==> src/rtl/regfile_pkg.sv <==
// Shared constants and reset-content helper for the decode-stage register file.
package regfile_pkg;
  localparam int DATA_W_DEF = 32;
  localparam int ADDR_W_DEF = 5;

  // Register idx resets to its own index below init_ident, else 0.
  function automatic int unsigned init_val(int idx, int init_ident, bit zero_reg);
    if (zero_reg && idx == 0) return 0;
    return (idx < init_ident) ? int'(unsigned'(idx)) : 0;
  endfunction
endpackage

==> src/rtl/sb_tracker.sv <==
// Destination scoreboard: per-register pending bits with flush > issue > write-back
// priority, plus a registered popcount that tracks the same edge.
module sb_tracker #(
  parameter int ADDR_W   = 5,
  parameter bit ZERO_REG = 1'b1
) (
  input  logic                   clk,
  input  logic                   reset,
  input  logic                   iss_en,
  input  logic [ADDR_W-1:0]      iss_addr,
  input  logic                   wr_en,
  input  logic [ADDR_W-1:0]      wr_addr,
  input  logic                   flush,
  output logic [2**ADDR_W-1:0]   pending,
  output logic [ADDR_W:0]        pend_cnt
);
  localparam int DEPTH = 2**ADDR_W;
  localparam int CW    = ADDR_W + 1;

  logic [DEPTH-1:0] pend_q, pend_d;
  logic [CW-1:0]    cnt_q, cnt_d;
  logic             wr_ok, iss_ok;

  assign wr_ok  = wr_en  & ~(ZERO_REG && wr_addr  == '0);
  assign iss_ok = iss_en & ~(ZERO_REG && iss_addr == '0);

  always_comb begin
    pend_d = pend_q;
    if (wr_ok)  pend_d[wr_addr]  = 1'b0;
    // A new producer overrides a same-cycle write-back of the old one.
    if (iss_ok) pend_d[iss_addr] = 1'b1;
    if (flush)  pend_d = '0;
    cnt_d = '0;
    for (int i = 0; i < DEPTH; i++) cnt_d = cnt_d + CW'(pend_d[i]);
  end

  always_ff @(posedge clk or negedge reset) begin
    if (!reset) begin
      pend_q <= '0;
      cnt_q  <= '0;
    end else begin
      pend_q <= pend_d;
      cnt_q  <= cnt_d;
    end
  end

  assign pending  = pend_q;
  assign pend_cnt = cnt_q;
endmodule

==> src/rtl/regfile_sb.sv <==
// Register file with write-first bypass, registered read ports and an integrated
// destination scoreboard for RAW stall detection in decode.
module regfile_sb
  import regfile_pkg::*;
#(
  parameter int DATA_W     = DATA_W_DEF,
  parameter int ADDR_W     = ADDR_W_DEF,
  parameter int NUM_RD     = 2,
  parameter bit ZERO_REG   = 1'b1,
  parameter int INIT_IDENT = 15
) (
  input  logic                       clk,
  input  logic                       reset,
  input  logic [NUM_RD-1:0]          rd_en,
  input  logic [NUM_RD*ADDR_W-1:0]   rd_addr,
  output logic [NUM_RD*DATA_W-1:0]   rd_data,
  output logic [NUM_RD-1:0]          rd_busy,
  input  logic                       wr_en,
  input  logic [ADDR_W-1:0]          wr_addr,
  input  logic [DATA_W-1:0]          wr_data,
  input  logic                       iss_en,
  input  logic [ADDR_W-1:0]          iss_addr,
  input  logic                       flush,
  output logic [ADDR_W:0]            pend_cnt
);
  localparam int DEPTH = 2**ADDR_W;

  logic [DEPTH-1:0][DATA_W-1:0] mem_q;
  logic [DEPTH-1:0]             pending;
  logic                         wr_ok;

  assign wr_ok = wr_en & ~(ZERO_REG && wr_addr == '0);

  always_ff @(posedge clk or negedge reset) begin
    if (!reset) begin
      for (int i = 0; i < DEPTH; i++) mem_q[i] <= DATA_W'(init_val(i, INIT_IDENT, ZERO_REG));
    end else if (wr_ok) begin
      mem_q[wr_addr] <= wr_data;
    end
  end

  sb_tracker #(.ADDR_W(ADDR_W), .ZERO_REG(ZERO_REG)) u_sb (
    .clk      (clk),
    .reset    (reset),
    .iss_en   (iss_en),
    .iss_addr (iss_addr),
    .wr_en    (wr_en),
    .wr_addr  (wr_addr),
    .flush    (flush),
    .pending  (pending),
    .pend_cnt (pend_cnt)
  );

  for (genvar p = 0; p < NUM_RD; p++) begin : g_rd
    logic [ADDR_W-1:0] ra;
    logic              hit;
    logic [DATA_W-1:0] data_q, data_d;
    logic              busy_q, busy_d;

    assign ra  = rd_addr[p*ADDR_W +: ADDR_W];
    assign hit = wr_ok && (wr_addr == ra);

    // Busy samples pending before this edge's issue; a same-edge write-back clears it.
    always_comb begin
      data_d = data_q;
      busy_d = busy_q;
      if (rd_en[p]) begin
        data_d = hit ? wr_data : mem_q[ra];
        busy_d = pending[ra] & ~hit;
      end
    end

    always_ff @(posedge clk or negedge reset) begin
      if (!reset) begin
        data_q <= '0;
        busy_q <= 1'b0;
      end else begin
        data_q <= data_d;
        busy_q <= busy_d;
      end
    end

    assign rd_data[p*DATA_W +: DATA_W] = data_q;
    assign rd_busy[p]                  = busy_q;
  end
endmodule

==> config.mk <==
export PLATFORM = sky130hd
export DESIGN_NAME = regfile_sb
export DESIGN_NICKNAME = d
export VERILOG_FILES = /design/src/rtl/regfile_pkg.sv /design/src/rtl/sb_tracker.sv /design/src/rtl/regfile_sb.sv
export SDC_FILE = /design/constraint.sdc
export NUM_CORES = 2
export LEC_CHECK = 0
export ABC_AREA = 1
export ABC_CLOCK_PERIOD_IN_PS = 5200
export CAP_MARGIN = 20
export CORE_MARGIN = 3
export CORE_UTILIZATION = 50
export CTS_CLUSTER_DIAMETER = 50
export DETAILED_ROUTE_END_ITERATION = 6
export PLACE_DENSITY = 0.66
export SYNTH_ARGS = -nofsm -noshare
export SYNTH_HDL_FRONTEND = slang
export SYNTH_SLANG_ARGS = --single-unit
==> constraint.sdc <==
create_clock -name clk -period 5.2 [get_ports clk]
set_input_delay 1.04 -clock clk [delete_from_list [all_inputs] [get_ports clk]]
set_output_delay 1.04 -clock clk [all_outputs]
set_load 0.02 [all_outputs]
==> flow_summary_export.csv <==
group,metric,value,unit
synth,ys_top_cells_by_area,"dfrtp_1, nand2_1, nand3_1",
sta,whs,0.237,ns
placed_design,io_buffers,130,
synth,synth-seq-cells,1128,
cts,cts.clk_slew.worst_paths,0.06,ns
floorplanning,core_area,126000,um^2
grt,grt.total_usage,0.367,
cts,cts.path.max_buffers,3,
cts,insertion_delay,0.79,ns
layout,nFillCells,11900,
synth,synth_top_area_frac,0.431,
route,post_drt_wl_per_cell,23.5,um
cts,numClockSinks,1128,
layout,area_growth,10.9,%
setup_path,timing.rr.start,"u_sb.pending[14]",
synth,syn_avg_cell_area,7.20,um^2
grt,antenna_found_initial,9,
setup_path,worst_setup_path_end_kind,"register",
placed_design,post-place-ws,-1.58,ns
power,p_switching,8610,uW
power,power.density,385,nW/um^2
synth,syn_area,63900,um^2
route,dr.pass1.iters,6,
synth,ys_seq_area_frac,0.442,
setup_path,crit_arrival,6.28,ns
route,drt_first_iter_violations,7961,
grt,grt_max_degree,210,
floorplanning,dieArea,132000,um^2
sta,setup_viol,6,
cts,cts_tree,"yes",
layout,nNetsFinal,8673,
run_status,outcome,"finished, violations left",
setup_path,r2r-end,"u_sb.pend_cnt[4]",
synth,async_reset_ff_frac,1.00,
power,p_comb_frac,0.193,
synth,synth_nets,8967,
min_path,worstHoldPathType,"input pin to asynchronous set/reset pin",
setup_path,reg2reg_slack,0.18,ns
synth,yosys_warnings,0,
sta,worst_slew_pin_slew,1.22,ns
sta,period_minus_slack,5.58,ns
sta,fmax,179,MHz
floorplanning,start_util,0.506,
layout,layout-drive-gt1-share,0.0781,
route,vias_per_cell,6.03,
sta,maxSlewHeadroom,0.189,
power,clkPwrFrac,0.384,
placed_design,placedCellCount,10100,
placed_design,gp_congestion,0.891,
route,drc,0,
cts,numCtsBuffers,142,
route,routed_wirelength,244,mm
cts,root_buffer,"clkbuf_16",
cts,cts_max_level,4,
setup_path,start_kind,"input pin",
setup_path,cp.required,5.91,ns
floorplanning,pin_count,131,
sta,finalCritPeriodShare,1.07,
synth,synth_cell_types,38,
setup_path,crit_type,"input pin to register",
power,pwr-share-seq,0.423,
setup_path,rr_worst_depth,19,
grt,grt_pass1_wl,369,mm
sta,tns,-1.73,ns
floorplanning,die-width,363,um
placed_design,placed_area,65700,um^2
sta,fin_skew,0.0175,ns
synth,synth_edf_count,0,
sta,final-hold-violation-count,0,
run,max_cap_violations,0,
grt,grt_pass1_vias,59000,
run_status,violations,"negative setup slack",
floorplanning,rows,130,
sta,rsz0062_at_grt,"yes",
layout,layoutNonFillerInstCount,10400,
route,ant_nets,0,
sta,drv_slew,0,
power,cellLeakagePower,0.0331,uW
route,via_count,62400,
synth,synthCells,8876,
floorplanning,die_y,363,um
layout,final_area,70900,um^2
layout,layout_commonest_cell,"nand2_1",
sta,setup_ws,-0.375,ns
power,ir_drop,0.000355,V
layout,final_cell_mix,"nand2_1, nand3_1, o21ai_0",
setup_path,crit_fanout,5,
power,p_sw_frac,0.316,
synth,synth_top_area_cell,"dfrtp_1",
synth,synth_ff_type,"dfrtp_1",
power,internal-power,18700,uW
grt,grt.overflow.total,0,
placed_design,dp_hpwl,131,mm
-- cells in the mapped netlist, types with 2 or more instances --
master       n
nand3_1   1235
nand2_2      5
clkbuf_1   352
nand2_1   2737
mux2i_1     31
nor3_1       8
clkinv_1     2
dfstp_2     28
nor3_4       3
buf_2      305
inv_1      646
xor2_1       5
xnor2_2      2
nor2_1     223
o21ai_1    117
a21oi_4      2
buf_1       70
xnor2_1      2
a21oi_2     16
ha_1         8
nand3_2     10
inv_2       27
buf_6       16
fa_1        24
nand4_1      3
a21oi_1    320
buf_4       61
dfrtp_1   1100
o211ai_1   304
or2_2       21
nor3_2       6
o21ai_0   1176
nor2_4       6
-- metal layers --
layer	wire length, um	GRT usage	vias to the layer above	part of all wire
met3	27000	0.0822	778	0.11
met4	14900	0.202	8	0.061
li1	-	-	28500	-
met5	53	0	-	0.00022
met2	107000	0.564	3599	0.44
met1	95100	0.481	29500	0.39
-- cells by family (layout without fill, tap and decap cells) --
family	Yosys count	in the layout	share of synthesized area
AOI/OAI and AO/OA	1936	1936	0.165
xor gates and xnor gates	9	9	0.00147
adders and majority gates	32	32	0.00909
buffers and inverters	1480	1302	0.0986
DFF	1128	1128	0.442
muxes	31	31	0.00486
other	0	3	0
and+or+nand+nor	4260	4260	0.279
-- cell type report --
type / instances / area [um^2] / area share
Timing Repair Buffer: 367 / 3390 / 0.0479
Clock buffer: 200 / 4080 / 0.0575
Inverter: 675 / 2580 / 0.0364
Tap cell: 1650 / 2060 / 0.0291
Clock inverter: 60 / 858 / 0.0121
Antenna cell: 3 / 7.51 / 0.000106
Sequential cell: 1128 / 28300 / 0.399
Multi-Input combinational cell: 6268 / 29600 / 0.418
-- state kept, by name (all words and copies together), names as in the netlist --
| register | cells |
|---|---|
| u_sb.pending | 32 |
| g_rd.data_q | 64 |
| mem_q | 1024 |
| u_sb.pend_cnt | 6 |
| g_rd.busy_q | 2 |
-- timing repair --
item	4_1_cts	5_1_grt
buffers inserted	16	4
cloned	0	0
pin swaps	19	19
hold buffers	0	0
gates resized for setup	55	28
setup endpoints to repair	6	6
-- worst max-delay path, stage by stage --
cell and delay (ns):
buf_12 0.11, nor3_4 0.19, nand2_1 0.08, nand2_2 0.08
inv_2 0.05, nand2_4 0.08, inv_8 0.05, buf_12 0.12
nand2_4 0.05, nand2_1 0.06, a21oi_2 0.14, inv_1 0.07
fa_1 0.51, fa_1 0.53, inv_2 0.05, fa_1 0.55
inv_2 0.04, fa_1 0.49, fa_1 0.52, inv_1 0.05
fa_1 0.49, inv_2 0.04, fa_2 0.34, inv_2 0.07
fa_2 0.21, nand3_2 0.07, nand3_2 0.07, xor2_1 0.13
-- how the worst max path moves through the flow --
stage,depth (start not counted),slack (ns),from,to
after floorplan,25,-0.95,wr_addr[2],u_sb.pend_cnt[1]
after global routing,28,-0.66,wr_addr[2],u_sb.pend_cnt[4]
after CTS,28,-0.45,wr_addr[3],u_sb.pend_cnt[4]
after detailed placement,28,-1.58,wr_addr[2],u_sb.pend_cnt[4]
final,28,-0.38,wr_addr[2],u_sb.pend_cnt[4]
after global placement,28,-1.60,wr_addr[2],u_sb.pend_cnt[4]
-- through the flow --
step / utilization / total power, uW
final: 0.561 / 27300
after detailed placement: 0.520 / 16800
after floorplan: - / 15100
after global routing: 0.561 / 28600
after global placement: 0.520 / 16600
after CTS: 0.561 / 27300
-- power by group through the flow --
stage	Clock [uW]	Combinational (uW)	Sequential, uW
finish	10500	5260	11500
global route	10900	5990	11700
CTS	10600	5200	11500
detailed placement	0	5160	11600
global placement	0	5030	11600
floorplan	0	3600	11500
No activity file was read; power rests on OpenSTA's default activity.
